`src/rtl/seq_div.sv`:
```
// Signed 16/8 sequential divider: bit-serial restoring core on magnitudes, one
// quotient bit per cycle, fixed 9-edge latency from start to the done pulse.
module seq_div (
    input  logic        clk,
    input  logic        rst_n,
    input  logic        start,
    input  logic [15:0] dividend,
    input  logic [7:0]  divisor,
    output logic [7:0]  quot,
    output logic [7:0]  rem,
    output logic        ovf,
    output logic        busy,
    output logic        done
);

    // start is a single-cycle request with no ready: it is taken only when
    // busy=0 (IDLE); any start seen while busy=1 is dropped, operands unchanged.
    typedef enum logic [1:0] {IDLE, CALC, FIX} state_t;

    state_t      state, state_nxt;
    logic [3:0]  cnt;
    logic [7:0]  part_rem;
    logic [7:0]  quo_sr;
    logic [7:0]  dvs_mag;
    logic        sign_dd;
    logic        sign_dv;
    logic        pre_ovf;

    logic [15:0] dd_mag;
    logic [7:0]  dv_mag;
    logic [8:0]  trial;
    logic [8:0]  diff;
    logic        neg_q;
    logic        range_ovf;
    logic        any_ovf;

    assign dd_mag = dividend[15] ? (~dividend + 16'd1) : dividend;
    assign dv_mag = divisor[7]   ? (~divisor  + 8'd1)  : divisor;

    // Partial remainder stays below |divisor| <= 128 when no pre-overflow, so
    // shifting in one dividend bit never exceeds 9 bits.
    assign trial = {part_rem, quo_sr[7]};
    assign diff  = trial - {1'b0, dvs_mag};

    assign neg_q     = sign_dd ^ sign_dv;
    assign range_ovf = neg_q ? (quo_sr > 8'd128) : quo_sr[7];
    assign any_ovf   = pre_ovf | range_ovf;

    assign busy = (state != IDLE);

    always_ff @(posedge clk or negedge rst_n) begin
        if (!rst_n) begin
            state <= IDLE;
        end else begin
            state <= state_nxt;
        end
    end

    always_comb begin
        state_nxt = state;
        case (state)
            IDLE:    if (start) state_nxt = CALC;
            CALC:    if (cnt == 4'd7) state_nxt = FIX;
            FIX:     state_nxt = IDLE;
            default: state_nxt = IDLE;
        endcase
    end

    always_ff @(posedge clk or negedge rst_n) begin
        if (!rst_n) begin
            cnt      <= 4'd0;
            part_rem <= 8'd0;
            quo_sr   <= 8'd0;
            dvs_mag  <= 8'd0;
            sign_dd  <= 1'b0;
            sign_dv  <= 1'b0;
            pre_ovf  <= 1'b0;
            quot     <= 8'd0;
            rem      <= 8'd0;
            ovf      <= 1'b0;
            done     <= 1'b0;
        end else begin
            done <= 1'b0;
            case (state)
                IDLE: begin
                    if (start) begin
                        cnt      <= 4'd0;
                        part_rem <= dd_mag[15:8];
                        quo_sr   <= dd_mag[7:0];
                        dvs_mag  <= dv_mag;
                        sign_dd  <= dividend[15];
                        sign_dv  <= divisor[7];
                        // Also catches divide-by-zero: any upper byte is >= 0.
                        pre_ovf  <= (dd_mag[15:8] >= dv_mag);
                    end
                end
                CALC: begin
                    cnt <= cnt + 4'd1;
                    if (!diff[8]) begin
                        part_rem <= diff[7:0];
                        quo_sr   <= {quo_sr[6:0], 1'b1};
                    end else begin
                        part_rem <= trial[7:0];
                        quo_sr   <= {quo_sr[6:0], 1'b0};
                    end
                end
                FIX: begin
                    done <= 1'b1;
                    ovf  <= any_ovf;
                    if (any_ovf) begin
                        quot <= 8'd0;
                        rem  <= 8'd0;
                    end else begin
                        quot <= neg_q   ? (~quo_sr   + 8'd1) : quo_sr;
                        rem  <= sign_dd ? (~part_rem + 8'd1) : part_rem;
                    end
                end
                default: ;
            endcase
        end
    end

endmodule

```
`config.mk`:
```
export PLATFORM = sky130hd
export DESIGN_NAME = seq_div
export DESIGN_NICKNAME = d
export VERILOG_FILES = /design/src/rtl/seq_div.sv
export SDC_FILE = /design/constraint.sdc
export NUM_CORES = 1
export LEC_CHECK = 0
export ABC_AREA = 1
export BUFFER_PORTS_ARGS = -buffer_cell sky130_fd_sc_hd__buf_2
export CAP_MARGIN = 0
export CORE_MARGIN = 2
export CORE_UTILIZATION = 30
export DETAILED_ROUTE_END_ITERATION = 8
export GPL_TIMING_DRIVEN = 0
export PLACE_DENSITY_LB_ADDON = 0.12
export SYNTH_ARGS = -nofsm -noshare
export SYNTH_HDL_FRONTEND = slang
export SYNTH_SLANG_ARGS = --single-unit
```
`constraint.sdc`:
```
create_clock -name clk -period 2.7 [get_ports clk]
set_input_delay 0.54 -clock clk [delete_from_list [all_inputs] [get_ports clk]]
set_output_delay 0.54 -clock clk [all_outputs]
set_load 0.05 [all_outputs]
```
Word-level counts from Yosys, hierarchy flattened --
Cells that the tools add are included. Widths: inputs -> output; s select.
Operators by class: $lt $le $gt $ge 2, bitwise gates (word level) 6, reduce and logical (&&, ||, !) cells 6, equality and inequality tests 5, $add $sub $neg 6, muxes and demuxes 19
Operators by type and width (count):
- $mux 8 | 8
- $pmux 8 s2 | 2
- $add 8x1->8 const B | 3
- $not 8->8 | 3
- $add 16x1->16 const B | 1
- $mux 16 | 1
- $not 16->16 | 1
- $sub 9x8->9 | 1
- $ge 8x8->1 | 1
- $gt 8x8->1 const B | 1
- $pmux 4 s2 | 1
- $reduce_and 2->1 | 3
- $add 4x1->4 const B | 1
- $eq 4x3->1 const B | 1
- $mux 2 | 2
- $mux 4 | 1
- $ne 2x2->1 const B | 2
- $pmux 2 s2 | 1
- $reduce_bool 2->1 | 2
- $mux 1 | 3
- $eq 2x1->1 const B | 1
- $eq 2x2->1 const B | 1
- $logic_not 2->1 | 1
- $or 1x1->1 | 1
- $xor 1x1->1 | 1
Word-level totals: register bits 51, logic and storage cells 56, input port bits 27

Longest topological paths before layout --
depth in word-level cells 5, mapped depth 18, depth with buffers taken out 18

Worst setup path after synthesis --
No wires, ideal clock.
path kind input port to flip-flop, start input dividend[0], end register pre_ovf, stages on the path 16, arrival time 2.142 ns, required time 2.617 ns, slack 0.475 ns, setup time 0.083 ns, path through inv_1 > ha_1 > inv_1 > nor3_1 > nand2_1 > o21ai_2 > nand2_1 > nand2_1 > nand2_1 > ha_1 > nand2_1 > nor2_1 > nand4_1 > o2111ai_1 > nand2_1 > o21ai_0
On the way: cells in the longest elaborated chain, start to end 4
Ends and longest elaborated chain:
- start: declaration | RTL line 7 | input logic [15:0] dividend,
- $not 16->16 | RTL line 37 | assign dd_mag = dividend[15] ? (~dividend + 16'd1) : dividend;
- $add 16x1->16 | RTL line 37
- $mux 16 | RTL line 37
- $ge 8x8->1 | RTL line 94 | pre_ovf <= (dd_mag[15:8] >= dv_mag);
- end signal: assignment | RTL line 94
- end: declaration | RTL line 27 | logic pre_ovf;
Every way passes these cells. A chain may end at the register's enable or synchronous reset.

Worst setup path after layout --
start register quo_sr[7], end register part_rem[5]
On the way: cells in the longest elaborated chain, start to end 3
Ends and longest elaborated chain:
- start: declaration | RTL line 23 | logic [7:0] quo_sr;
- start signal: assignment | RTL line 89 | quo_sr <= dd_mag[7:0];
- start signal: assignment | RTL line 101 | quo_sr <= {quo_sr[6:0], 1'b1};
- start signal: assignment | RTL line 104 | quo_sr <= {quo_sr[6:0], 1'b0};
- $sub 9x8->9 | RTL line 43 | assign diff = trial - {1'b0, dvs_mag};
- $mux 8 | RTL line 99 | if (!diff[8]) begin
- $pmux 8 s2 | RTL line 84 | case (state)
- end signal: assignment | RTL line 88 | part_rem <= dd_mag[15:8];
- end signal: assignment | RTL line 100 | part_rem <= diff[7:0];
- end signal: assignment | RTL line 103 | part_rem <= trial[7:0];
- end: declaration | RTL line 22 | logic [7:0] part_rem;
Every way passes these cells.

==> flow_summary.yaml <==
timing:
  fin_setup_tns_ns: 0
  hold_viol: 0
  max_clock_freq_mhz: 411.6
  drv_slew: 0
  slew_headroom: 0.1964
  worst_pin_slew_ns: 1.205
  fin_crit_sh: 0.8998
  fin_worst_skew_ns: 0.005134
  min_period_ns: 2.430
  setup_viol: 0
  rsz0062_at_grt: "false"
  setup_ws_ns: 0.2704
route:
  routed_wirelength_um: 9152
  drc: 5
  wl_met3_um: 368
  wl_per_cell_um: 13.58
  dr.pass1.iters: 6
  highest_layer: "met4"
  first_iter_violations: 189
  met2_wirelength_um: 4093
  route.antenna.remaining_nets: 0
  wl_met1_um: 4585
  vias_per_cell: 4.789
  num_vias: 3228
global_routing:
  grt_usage: 0.1517
  grt_max_degree: 52
  grt_pass1_wl_um: 15640
  grt_pass1_vias: 3199
  antenna_found_initial: 0
  grt_overflow: 0
critical_path:
  startpoint_type: "register"
  reg2regPathDepth: 14
  ff2ff_setup_slack_ns: 0.27
  path_buf_inv: 3
  arrival_ns: 2.59
  r2r-start: "quo_sr[7]$_DFFE_PN0P_"
  cp_cell_sequence: "inv_1 -> ha_1 -> fa_1 -> inv_1 -> nand2_1 -> nand2_1 -> nand3_1 -> nand2_1 -> nand2_1 -> nand2_1 -> buf_4 -> nand3_1 -> o211ai_1 -> nand2_1"
  path_common_cell: "nand2_1"
  path_class: "register to register"
  end_kind: "register"
  cp_slowest_stage_delay_ns: 0.45
  critPathRequiredTime_ns: 2.86
  worst_path_max_delay_cell: "dfrtp_1"
  reg2reg_to: "part_rem[5]$_DFFE_PN0P_"
  crit_family: "simple AND/OR/NAND/NOR gates"
  crit_fanout: 10
logic_synthesis:
  yosysMostFrequentCell: "nand2_1"
  synth_xor_area_frac: 0.07163
  yosysTopAreaCell: "dfrtp_1"
  synth_common_cells: "nand2_1, inv_1, dfrtp_1, o21ai_0, nand3_1"
  synth_compound_area_frac: 0.1605
  ys_seq_area_frac: 0.3581
  synthCells: 479
  ys_ff_latch: 51
  synth_mux_area_frac: 0
  ys.flop_type: "dfrtp_1"
  synth-simple-area-share: 0.2289
  synth_nets: 528
  ys_top_cells_by_area: "dfrtp_1, nand2_1, inv_1, ha_1, o21ai_0"
  ys_async_sr_fraction: 1.000
  synth_area_per_cell_um2: 7.439
  synthAdderAreaFrac: 0.07935
  synth.distinct_cells: 36
  synth_warnings: 0
  synth_edf_count: 0
  synth.top_cell.area_share: 0.3581
  syn_area_um2: 3563
  synth_top_family_by_area: "simple AND/OR/NAND/NOR gates"
cts:
  cts-root-buf: "clkbuf_16"
  clock_path_buffers: 2
  cts_sinks: 51
  cts_setup_buffers: 0
  clock_latency_ns: 0.29
  htreeDepth: 2
  cts_tree: "built"
  numCtsBuffers: 5
  clk_pin_slew_ns: 0.07
hold_path:
  min_path_type: "input port to async pin"
floorplanning:
  rows: 39
  coreArea_um2: 11520
  initial_core_util: 0.3094
  dieWidth_um: 113.0
  die_area_um2: 12770
  pin_count: 46
  die_y_um: 113.0
final_layout:
  seq_area_um2: 1276
  area_delta_synth_final_pct: 15.73
  nets: 580
  n_fill_cell: 1258
  drive_above_1_share: 0.1412
  multi_input_area_um2: 1938
  antenna_cells: 0
place:
  routabilityCongestion: 0.8576
  place_ws_ns: -0.05628
  io_buffer_count: 45
  place_hpwl_um: 7329
power_and_ir_drop:
  cellLeakagePower_nw: 2.179
  ir_worst_vdd_v: 0.0003540
  cellPowerDensity_nw_per_um2: 1257
status:
  status: "finished with violations"
  violations: "DRC"
run:
  cap_violations: 0
[layout make-up]
cell class / count / share of cell area
clock inverter: 1 / 0.001214
sequential: 51 / 0.3095
tap: 143 / 0.04339
timing repair buffer: 45 / 0.05461
buffer: 12 / 0.01669
multi-input combinational: 338 / 0.4700
clock buffer: 6 / 0.03368
inverter: 78 / 0.07100
[metrics by stage]
step / std cells / hold WS (ns) / area [um^2] / power, mW / util
after global placement: 667 / 0.4735 / 3968 / 4.541 / 0.3445
after floorplan: 479 / 0.2444 / 3563 / 3.817 / -
after CTS: 674 / 0.5068 / 4111 / 5.251 / 0.3570
after global routing: 674 / 0.5372 / 4124 / 5.717 / 0.3581
after detailed placement: 667 / 0.4891 / 3968 / 4.593 / 0.3445
final: 674 / 0.4896 / 4124 / 5.182 / 0.3581
[per-layer routing]
metal / track usage / up-vias
li1: - / 1672
met1: 0.2141 / 1493
met2: 0.2458 / 57
met3: 0.02089 / 6
met4: 0.03984 / 0
met5: 0 / -
[placed cells by master, fill, tap and decap left out, types with 2 or more instances in the layout]
cell / n
nand2_1: 114
inv_1: 75
dfrtp_1: 51
buf_2: 49
o21ai_0: 49
nand3_1: 33
xor2_1: 24
nor2_1: 22
ha_1: 21
a21oi_1: 13
o21ai_1: 8
a22oi_1: 7
nor3_1: 6
o211ai_1: 6
clkbuf_1: 5
nand4_1: 5
clkbuf_16: 5
o21ai_2: 4
or2_2: 3
inv_2: 3
a21boi_0: 3
o221ai_1: 3
nand3b_1: 2
buf_6: 2
xnor2_1: 2
[worst max-delay path by stage]
| stage | from | to | depth (start not counted) |
|---|---|---|---|
| 3_5_place_dp | dividend[0] | pre_ovf$_DFFE_PN0P_ | 17 |
| 4_1_cts | dividend[0] | pre_ovf$_DFFE_PN0P_ | 17 |
| 2_1_floorplan | dividend[0] | pre_ovf$_DFFE_PN0P_ | 16 |
| 6_report | quo_sr[7]$_DFFE_PN0P_ | part_rem[5]$_DFFE_PN0P_ | 14 |
| 5_1_grt | quo_sr[7]$_DFFE_PN0P_ | part_rem[5]$_DFFE_PN0P_ | 14 |
| 3_3_place_gp | dividend[0] | pre_ovf$_DFFE_PN0P_ | 15 |
[flip-flops by register name (all words and copies together) (netlist names)]
register  cells
quot          8
part_rem      8
dvs_mag       8
sign_dv       1
quo_sr        8
cnt           4
done          1
state         2
rem           8
sign_dd       1
ovf           1
pre_ovf       1
[worst register-to-register path, cell delays in order (launching register included)]
cell and delay [ns]:
dfrtp_1 0.45, inv_1 0.10, ha_1 0.23, fa_1 0.41, inv_1 0.07, nand2_1 0.04, nand2_1 0.10, nand3_1 0.11
nand2_1 0.08, nand2_1 0.10, nand2_1 0.15, buf_4 0.20, nand3_1 0.09, o211ai_1 0.08, nand2_1 0.09
[timing repair]
| action | CTS | global route |
|---|---|---|
| hold buffers | 0 | 0 |
| resized for setup | 0 | 2 |
| endpoints found under the setup margin | 0 | 1 |
[report_power, final]
| group | internal, mW | total (mW) | switching [mW] |
|---|---|---|---|
| Combinational | 1.07 | 3.12 | 2.05 |
| Clock | 0.362 | 0.628 | 0.266 |
| Sequential | 1.13 | 1.43 | 0.305 |
[cells by family after synthesis]
kind of cell,count (synthesis)
and+or+nand+nor,191
DFF,51
adders and majority gates,22
buffers and inverters,90
xor gates and xnor gates,27
AOI/OAI and AO/OA,98
No activity file was read; power rests on OpenSTA's default activity.
